[config.mk]
export PLATFORM = sky130hd
export DESIGN_NAME = dma_periph_req_sched_flat
export DESIGN_NICKNAME = d
export VERILOG_FILES = /design/src/rtl/dma_periph_req_sched_if.sv /design/src/rtl/dma_periph_req_sched.sv /design/src/flat_wrapper.sv
export SDC_FILE = /design/constraint.sdc
export NUM_CORES = 2
export LEC_CHECK = 0
export BUFFER_PORTS_ARGS = -buffer_cell sky130_fd_sc_hd__buf_4
export CORE_ASPECT_RATIO = 2
export CORE_UTILIZATION = 35
export CTS_BUF_LIST = sky130_fd_sc_hd__clkbuf_8
export DETAILED_ROUTE_END_ITERATION = 10
export GPL_TIMING_DRIVEN = 0
export REMOVE_ABC_BUFFERS = 1
export SLEW_MARGIN = 20
export SYNTH_ARGS = -nofsm -noshare
export SYNTH_HDL_FRONTEND = slang
export SYNTH_SLANG_ARGS = --single-unit
[constraint.sdc]
create_clock -name clk -period 21.9 [get_ports clk]
set_clock_uncertainty 0.1 [all_clocks]
set_input_delay 2.19 -clock clk [delete_from_list [all_inputs] [get_ports clk]]
set_output_delay 2.19 -clock clk [all_outputs]
set_load 0.005 [all_outputs]
[src/rtl/dma_periph_req_sched_if.sv]
// Request/offer/clear signal bundle between the peripheral request scheduler and its neighbours.
// master = scheduler side, slave = peripheral/channel-engine/register side.
interface dma_periph_req_sched_if #(
    parameter int unsigned NUM_PERIPH = 31
);
    logic                  enable;
    logic [NUM_PERIPH-1:0] tx_mask;
    logic [NUM_PERIPH-1:0] rx_mask;
    logic [NUM_PERIPH-1:0] periph_tx_req;
    logic [NUM_PERIPH-1:0] periph_rx_req;
    logic [NUM_PERIPH-1:0] periph_tx_clr;
    logic [NUM_PERIPH-1:0] periph_rx_clr;
    logic                  sel_valid;
    logic                  sel_ready;
    logic [4:0]            sel_periph;
    logic                  sel_dir;
    logic                  xfer_done;
    logic                  xfer_err;
    logic                  err_flag;
    logic                  busy;

    modport master (
        input  enable, tx_mask, rx_mask, periph_tx_req, periph_rx_req,
        input  sel_ready, xfer_done, xfer_err,
        output periph_tx_clr, periph_rx_clr, sel_valid, sel_periph, sel_dir, err_flag, busy
    );

    modport slave (
        output enable, tx_mask, rx_mask, periph_tx_req, periph_rx_req,
        output sel_ready, xfer_done, xfer_err,
        input  periph_tx_clr, periph_rx_clr, sel_valid, sel_periph, sel_dir, err_flag, busy
    );
endinterface

[src/rtl/dma_periph_req_sched.sv]
// Round-robin scheduler for peripheral tx/rx flow-control requests: offers one slot at a time to
// the channel engine, waits for the transfer to finish, then pulses the matching clear line.
module dma_periph_req_sched #(
    parameter int unsigned NUM_PERIPH = 31,
    parameter int unsigned HOLDOFF    = 4
) (
    input logic                    clk,
    input logic                    reset,
    dma_periph_req_sched_if.master bus
);
    localparam int unsigned NumSlots = 2 * NUM_PERIPH;
    localparam int unsigned SlotW    = $clog2(NumSlots);

    typedef enum logic [1:0] {StIdle, StOffer, StActive, StClear} state_e;

    state_e           state_q, state_d;
    logic [SlotW-1:0] rr_q, rr_d;
    logic [SlotW-1:0] slot_q, slot_d;
    logic [SlotW-1:0] last_slot_q, last_slot_d;
    logic [3:0]       holdoff_q, holdoff_d;
    logic [4:0]       sel_periph_q, sel_periph_d;
    logic             sel_dir_q, sel_dir_d;
    logic             err_q, err_d;
    logic             enable_q;

    logic [NumSlots-1:0] eligible;
    logic                pick_found;
    logic [SlotW-1:0]    pick_slot;

    // Even slot = tx, odd slot = rx of the same peripheral.
    always_comb begin
        eligible = '0;
        for (int unsigned k = 0; k < NUM_PERIPH; k++) begin
            eligible[2*k]   = bus.periph_tx_req[k] & bus.tx_mask[k];
            eligible[2*k+1] = bus.periph_rx_req[k] & bus.rx_mask[k];
        end
        if (holdoff_q != '0) eligible[last_slot_q] = 1'b0;
    end

    always_comb begin
        int unsigned idx;
        idx        = 0;
        pick_found = 1'b0;
        pick_slot  = '0;
        for (int unsigned i = 0; i < NumSlots; i++) begin
            idx = 32'(rr_q) + i;
            if (idx >= NumSlots) idx = idx - NumSlots;
            if (!pick_found && eligible[idx[SlotW-1:0]]) begin
                pick_found = 1'b1;
                pick_slot  = idx[SlotW-1:0];
            end
        end
    end

    always_comb begin
        state_d      = state_q;
        rr_d         = rr_q;
        slot_d       = slot_q;
        last_slot_d  = last_slot_q;
        holdoff_d    = (holdoff_q != '0) ? holdoff_q - 4'd1 : holdoff_q;
        sel_periph_d = sel_periph_q;
        sel_dir_d    = sel_dir_q;
        err_d        = err_q;
        if (enable_q && !bus.enable) err_d = 1'b0;
        unique case (state_q)
            StIdle: begin
                if (bus.enable && pick_found) begin
                    slot_d       = pick_slot;
                    sel_periph_d = 5'(pick_slot >> 1) + 5'd1;
                    sel_dir_d    = pick_slot[0];
                    state_d      = StOffer;
                end
            end
            StOffer: begin
                if (bus.sel_ready) state_d = StActive;
            end
            StActive: begin
                if (bus.xfer_done) begin
                    if (bus.xfer_err) err_d = 1'b1;
                    state_d = StClear;
                end
            end
            StClear: begin
                last_slot_d = slot_q;
                holdoff_d   = 4'(HOLDOFF);
                rr_d        = (32'(slot_q) == NumSlots - 1) ? '0 : slot_q + 1'b1;
                state_d     = StIdle;
            end
            default: state_d = StIdle;
        endcase
    end

    always_ff @(posedge clk or negedge reset) begin
        if (!reset) begin
            state_q      <= StIdle;
            rr_q         <= '0;
            slot_q       <= '0;
            last_slot_q  <= '0;
            holdoff_q    <= '0;
            sel_periph_q <= '0;
            sel_dir_q    <= 1'b0;
            err_q        <= 1'b0;
            enable_q     <= 1'b0;
        end else begin
            state_q      <= state_d;
            rr_q         <= rr_d;
            slot_q       <= slot_d;
            last_slot_q  <= last_slot_d;
            holdoff_q    <= holdoff_d;
            sel_periph_q <= sel_periph_d;
            sel_dir_q    <= sel_dir_d;
            err_q        <= err_d;
            enable_q     <= bus.enable;
        end
    end

    always_comb begin
        bus.periph_tx_clr = '0;
        bus.periph_rx_clr = '0;
        if (state_q == StClear) begin
            if (sel_dir_q) bus.periph_rx_clr[sel_periph_q - 5'd1] = 1'b1;
            else           bus.periph_tx_clr[sel_periph_q - 5'd1] = 1'b1;
        end
    end

    assign bus.sel_valid  = (state_q == StOffer);
    assign bus.sel_periph = sel_periph_q;
    assign bus.sel_dir    = sel_dir_q;
    assign bus.err_flag   = err_q;
    assign bus.busy       = (state_q != StIdle);
endmodule

[src/flat_wrapper.sv]
// flat-port wrapper written by rule: the top's interface ports become plain ports
module dma_periph_req_sched_flat 
#(
    parameter int unsigned NUM_PERIPH = 31,
    parameter int unsigned HOLDOFF    = 4
)
  (clk, reset, bus_enable, bus_tx_mask, bus_rx_mask, bus_periph_tx_req, bus_periph_rx_req, bus_sel_ready, bus_xfer_done, bus_xfer_err, bus_periph_tx_clr, bus_periph_rx_clr, bus_sel_valid, bus_sel_periph, bus_sel_dir, bus_err_flag, bus_busy);
  dma_periph_req_sched_if #(.NUM_PERIPH(NUM_PERIPH)) bus_i ();
  input logic clk;
  input logic reset;
  input wire logic [$bits(bus_i.enable)-1:0] bus_enable;
  input wire logic [$bits(bus_i.tx_mask)-1:0] bus_tx_mask;
  input wire logic [$bits(bus_i.rx_mask)-1:0] bus_rx_mask;
  input wire logic [$bits(bus_i.periph_tx_req)-1:0] bus_periph_tx_req;
  input wire logic [$bits(bus_i.periph_rx_req)-1:0] bus_periph_rx_req;
  input wire logic [$bits(bus_i.sel_ready)-1:0] bus_sel_ready;
  input wire logic [$bits(bus_i.xfer_done)-1:0] bus_xfer_done;
  input wire logic [$bits(bus_i.xfer_err)-1:0] bus_xfer_err;
  output wire logic [$bits(bus_i.periph_tx_clr)-1:0] bus_periph_tx_clr;
  output wire logic [$bits(bus_i.periph_rx_clr)-1:0] bus_periph_rx_clr;
  output wire logic [$bits(bus_i.sel_valid)-1:0] bus_sel_valid;
  output wire logic [$bits(bus_i.sel_periph)-1:0] bus_sel_periph;
  output wire logic [$bits(bus_i.sel_dir)-1:0] bus_sel_dir;
  output wire logic [$bits(bus_i.err_flag)-1:0] bus_err_flag;
  output wire logic [$bits(bus_i.busy)-1:0] bus_busy;
  assign bus_i.enable = bus_enable;
  assign bus_i.tx_mask = bus_tx_mask;
  assign bus_i.rx_mask = bus_rx_mask;
  assign bus_i.periph_tx_req = bus_periph_tx_req;
  assign bus_i.periph_rx_req = bus_periph_rx_req;
  assign bus_i.sel_ready = bus_sel_ready;
  assign bus_i.xfer_done = bus_xfer_done;
  assign bus_i.xfer_err = bus_xfer_err;
  assign bus_periph_tx_clr = bus_i.periph_tx_clr;
  assign bus_periph_rx_clr = bus_i.periph_rx_clr;
  assign bus_sel_valid = bus_i.sel_valid;
  assign bus_sel_periph = bus_i.sel_periph;
  assign bus_sel_dir = bus_i.sel_dir;
  assign bus_err_flag = bus_i.err_flag;
  assign bus_busy = bus_i.busy;
  dma_periph_req_sched #(.NUM_PERIPH(NUM_PERIPH), .HOLDOFF(HOLDOFF)) u_core (.clk(clk), .reset(reset), .bus(bus_i));
endmodule
==> flow_metrics.env, run 1 <==
export IMPL_synth_compound_area_frac=0.334
export IMPL_die_h_um=487
export IMPL_place_hpwl_um=274000
export IMPL_ctsResizeCount=0
export IMPL_numCtsBuffers=5
export IMPL_gr_total_overflow=4
export IMPL_placed_cell_area_um2=47500
export IMPL_postCtsSetupBuffers=0
export IMPL_ctsHoldBuffers=0
export IMPL_die_x_um=244
export IMPL_ctsRootBufferMaster="clkbuf_8"
export IMPL_h_tree_depth=2
export IMPL_synth_distinct_cells=153
export IMPL_place_inst=6924
export IMPL_yosysTopAreaCell="mux2i_1"
export IMPL_pin_count=201
export IMPL_synth_adder_area_share=0.0119
export IMPL_synth_mux_area_frac=0.284
export IMPL_lastStage="global routing (5_1_grt)"
export IMPL_routabilityCongestion=1.13
export IMPL_grt_usage=0.626
export IMPL_synth_area_leaders="mux2i_1, mux4_2, nand2_1"
export IMPL_cts_sinks=31
export IMPL_yosysWarnings=0
export IMPL_synth_edff_count=0
export IMPL_ys_ff_latch=31
export IMPL_yosysSeqAreaShare=0.0189
export IMPL_syn_inst=5528
export IMPL_grt_max_degree=61
export IMPL_yosysTopAreaCellShare=0.130
export IMPL_synth_top_family_by_area="compound AO/OA/AOI/OAI gates"
export IMPL_port_buffers=200
export IMPL_synth_simple_area_share=0.234
export IMPL_synth_ff_type="dfrtp_1"
export IMPL_avgSynthCellArea_um2=7.44
export IMPL_status="stopped before the end"
export IMPL_start_util=0.353
export IMPL_tool_error="[ERROR GRT-0116] Global routing finished with congestion. Check the congestion regions in the DRC Viewer."
export IMPL_placementRows=177
export IMPL_grt_pass1_wl_um=514000
export IMPL_synth_area_um2=41100
export IMPL_clockBufferDepth=2
export IMPL_grt_pass1_vias=56713
export IMPL_synth_xor_area_frac=0.0476
export IMPL_synthArstFlopShare=1.00
-- synth_stat cells (22+ instances only) --
master,count
a2111oi_0,50
a211o_1,33
a211oi_1,158
a21o_1,52
a21oi_1,303
a221oi_1,24
a22oi_1,33
a311oi_1,41
a31oi_1,140
and2_1,48
and3_1,42
buf_2,138
buf_4,36
buf_6,33
clkbuf_1,282
dfrtp_1,31
ha_1,39
inv_1,85
mux2_2,82
mux2i_1,533
mux4_2,228
nand2_1,565
nand2b_1,56
nand3_1,166
nand4_1,58
nor2_1,507
nor2b_1,46
nor3_1,166
nor4_1,71
o2111ai_1,49
o211ai_1,125
o21a_1,31
o21ai_0,259
o21ai_1,23
o221ai_1,22
o22ai_1,72
o31ai_1,32
or2_2,30
or3_1,39
xnor2_1,141
xnor2_2,33
-- routing by layer --
metal	GRT overflow	GRT usage
met1	0	0.622
met2	0	0.882
met3	0	0.336
met4	4	0.683
met5	0	0.0236
-- logic make-up after synthesis --
kind of cell | count (synthesis)
buffers and inverters | 604
muxes | 859
and+or+nand+nor | 1953
adders and majority gates | 39
AOI/OAI and AO/OA | 1855
DFF | 31
xor gates and xnor gates | 187
-- metrics by stage --
| step | setup WS (ps) | hold WS (ps) | setup TNS [ps] | util |
|---|---|---|---|---|
| after CTS | 8940 | 407 | 0 | 0.409 |
| after floorplan | 5440 | 375 | 0 | - |
| after global placement | -7180 | 384 | -84230 | 0.361 |
| after detailed placement | 8970 | 393 | 0 | 0.408 |
==> run 2, diff against run 1 <==
--- a/config.mk
+++ b/config.mk
@@ -6,11 +6,10 @@
 export NUM_CORES = 2
 export LEC_CHECK = 0
 export BUFFER_PORTS_ARGS = -buffer_cell sky130_fd_sc_hd__buf_4
-export CORE_ASPECT_RATIO = 2
-export CORE_UTILIZATION = 35
-export CTS_BUF_LIST = sky130_fd_sc_hd__clkbuf_8
+export CORE_UTILIZATION = 20
 export DETAILED_ROUTE_END_ITERATION = 10
 export GPL_TIMING_DRIVEN = 0
+export PLACE_DENSITY_LB_ADDON = 0.15
 export REMOVE_ABC_BUFFERS = 1
 export SLEW_MARGIN = 20
 export SYNTH_ARGS = -nofsm -noshare
==> run 2 against run 1 <==
  * The flow now finishes without violations
  * Synthesized cell count is the same
  * Area after synthesis is the same
==> flow_metrics.env, run 2 <==
export IMPL_stdcell_area_um2=49800
export IMPL_gr_total_overflow=0
export IMPL_yosysSeqAreaShare=0.0189
export IMPL_worstPathRequired_ps=21960
export IMPL_worst_ep_arrival_time_ps=13100
export IMPL_drtAntennaViolNets=0
export IMPL_clk_pin_slew_ps=50
export IMPL_synth_simple_area_share=0.234
export IMPL_cts_sinks=31
export IMPL_cp_max_fo=50
export IMPL_setup_worst_path_end="u_core.bus.sel_periph[4]"
export IMPL_critPathMostFrequentCell="buf_16"
export IMPL_fmax_mhz=76.7
export IMPL_port_buffers=200
export IMPL_end_kind="flip-flop"
export IMPL_layout_common_cells="nand2_1, nor2_1, mux2i_1"
export IMPL_h_tree_depth=2
export IMPL_reg_largest_list="u_core.last_slot_q (6), u_core.rr_q (6), u_core.slot_q (6)"
export IMPL_synth_xor_area_frac=0.0476
export IMPL_final_hold_violation_count=0
export IMPL_synth_distinct_cells=153
export IMPL_die_h_um=455
export IMPL_numCtsBuffers=5
export IMPL_postLayoutSetupSlackWorst_ps=8860
export IMPL_synth_area_um2=41100
export IMPL_synth_ff_type="dfrtp_1"
export IMPL_drtIter0Drc=8514
export IMPL_synth_adder_area_share=0.0119
export IMPL_grt_pass1_wl_um=456000
export IMPL_ctsHoldBuffers=0
export IMPL_yosysMostFrequentCell="nand2_1"
export IMPL_num_vias=54827
export IMPL_cpMaxStageDelayCell="nor4_1"
export IMPL_synthArstFlopShare=1.00
export IMPL_drc=0
export IMPL_syn_inst=5528
export IMPL_clockBufferDepth=2
export IMPL_core_um2=204000
export IMPL_dp_slack_ps=9530
export IMPL_rr_endpoint="u_core.bus.sel_periph[4]"
export IMPL_max_slew_worst_pin_slew_ps=1320
export IMPL_cts_tree="built"
export IMPL_grt_usage=0.315
export IMPL_yosysTopAreaCell="mux2i_1"
export IMPL_synth_mux_area_frac=0.284
export IMPL_ctsResizeCount=0
export IMPL_drv_slew=0
export IMPL_slew_headroom=0.118
export IMPL_timing_rr_start="u_core.rr_q[0]"
export IMPL_setup_violations=0
export IMPL_routabilityCongestion=1.03
export IMPL_postCtsSetupBuffers=0
export IMPL_ctsRootBufferMaster="clkbuf_16"
export IMPL_rr_worst_depth=29
export IMPL_yosysTopAreaCellShare=0.130
export IMPL_placementRows=166
export IMPL_antenna_found_initial=50
export IMPL_hold_path_class="reg -> reg"
export IMPL_layout_commonest_cell="nand2_1"
export IMPL_synth_area_leaders="mux2i_1, mux4_2, nand2_1"
export IMPL_synth_top_family_by_area="compound AO/OA/AOI/OAI gates"
export IMPL_place_hpwl_um=263000
export IMPL_drive_above_1_share=0.225
export IMPL_area_growth_pct=21.0
export IMPL_final_min_clock_period_ps=13040
export IMPL_critPathKind="reg -> reg"
export IMPL_drt_pass1_iter_count=9
export IMPL_vias_per_cell=6.74
export IMPL_totalWireLength_um=344000
export IMPL_start_util=0.201
export IMPL_regToRegSetupSlack_ps=8860
export IMPL_fin_crit_sh=0.596
export IMPL_place_inst=8100
export IMPL_synth_compound_area_frac=0.334
export IMPL_synth_edff_count=0
export IMPL_pin_count=201
export IMPL_grt_pass1_vias=49503
export IMPL_synth_common_cells="nand2_1, mux2i_1, nor2_1"
export IMPL_critical_path_max_stage_delay_ps=1170
export IMPL_instances_no_fill=8140
export IMPL_status="finished clean"
export IMPL_grt_max_degree=55
export IMPL_startpoint_type="flip-flop"
export IMPL_nets=5591
export IMPL_maxCapViolCount=0
export IMPL_worstSetupStartpoint="u_core.rr_q[0]"
export IMPL_clk_latency_ps=280
export IMPL_yosysWarnings=0
export IMPL_dieArea_um2=207000
export IMPL_die_x_um=455
export IMPL_avgSynthCellArea_um2=7.44
export IMPL_placed_cell_area_um2=49400
export IMPL_wl_per_cell_um=42.3
export IMPL_ys_ff_latch=31
export IMPL_rsz0062_at_grt="no"
run 2: cell counts after synthesis:
No cell type changed its count.
run 2: cell type report:
type | count | area (um2)
repair buffers | 397 | 5390
clock buffers | 7 | 133
inverters | 94 | 379
fillers | 22398 | 155000
well taps | 2688 | 3360
diodes | 29 | 72.6
flip-flops and latches | 31 | 798
clock inverters | 1 | 5.00
multi-input cells | 4893 | 39600
run 2: per-stage QoR:
stage	hold slack (ps)	utilization	setup TNS, ps
2_1_floorplan	375	-	0
3_3_place_gp	381	0.213	-100530
3_5_place_dp	391	0.242	0
4_1_cts	407	0.242	0
5_1_grt	424	0.243	0
6_report	398	0.244	0
run 2: per-layer routing:
metal  GRT usage  vias up  part of all wire
met4       0.249       22             0.094
met1       0.388    27531              0.38
li1            -    21718                 -
met2       0.440     4342              0.40
met3       0.113     1214              0.13
met5           0        -           0.00043
run 2: worst min path at each step:
stage / start / to / slack (ps) / depth (start not counted)
after global placement: u_core.bus.err_flag / u_core.bus.err_flag / 380 / 1
after floorplan: u_core.holdoff_q[2] / u_core.holdoff_q[2] / 380 / 2
after detailed placement: u_core.bus.err_flag / u_core.bus.err_flag / 390 / 1
after global routing: u_core.bus.err_flag / u_core.bus.err_flag / 420 / 1
final: u_core.bus.err_flag / u_core.bus.err_flag / 400 / 1
after CTS: u_core.bus.err_flag / u_core.bus.err_flag / 410 / 1
run 2: worst max-delay path, delay by kind of cell, from the launching register on:
family / cells / cell delay [ps]
AOI/OAI and AO/OA: 9 / 2910
DFF: 1 / 640
and+or+nand+nor: 8 / 4100
adders and majority gates: 3 / 1410
xor gates and xnor gates: 2 / 1010
buffers and inverters: 5 / 2010
muxes: 2 / 390
run 2: cells by family after synthesis:
family | after synthesis
multiplexers | 859
adder cells (fa/ha/maj) | 39
flip-flops | 31
AND/OR/NAND/NOR | 1953
AO/OA/AOI/OAI | 1855
XOR/XNOR | 187
buffers and inverters | 604
Power of run 2 is not shown: default switching activity piles up to over one toggle a cycle in this logic, so the estimate is an artifact.
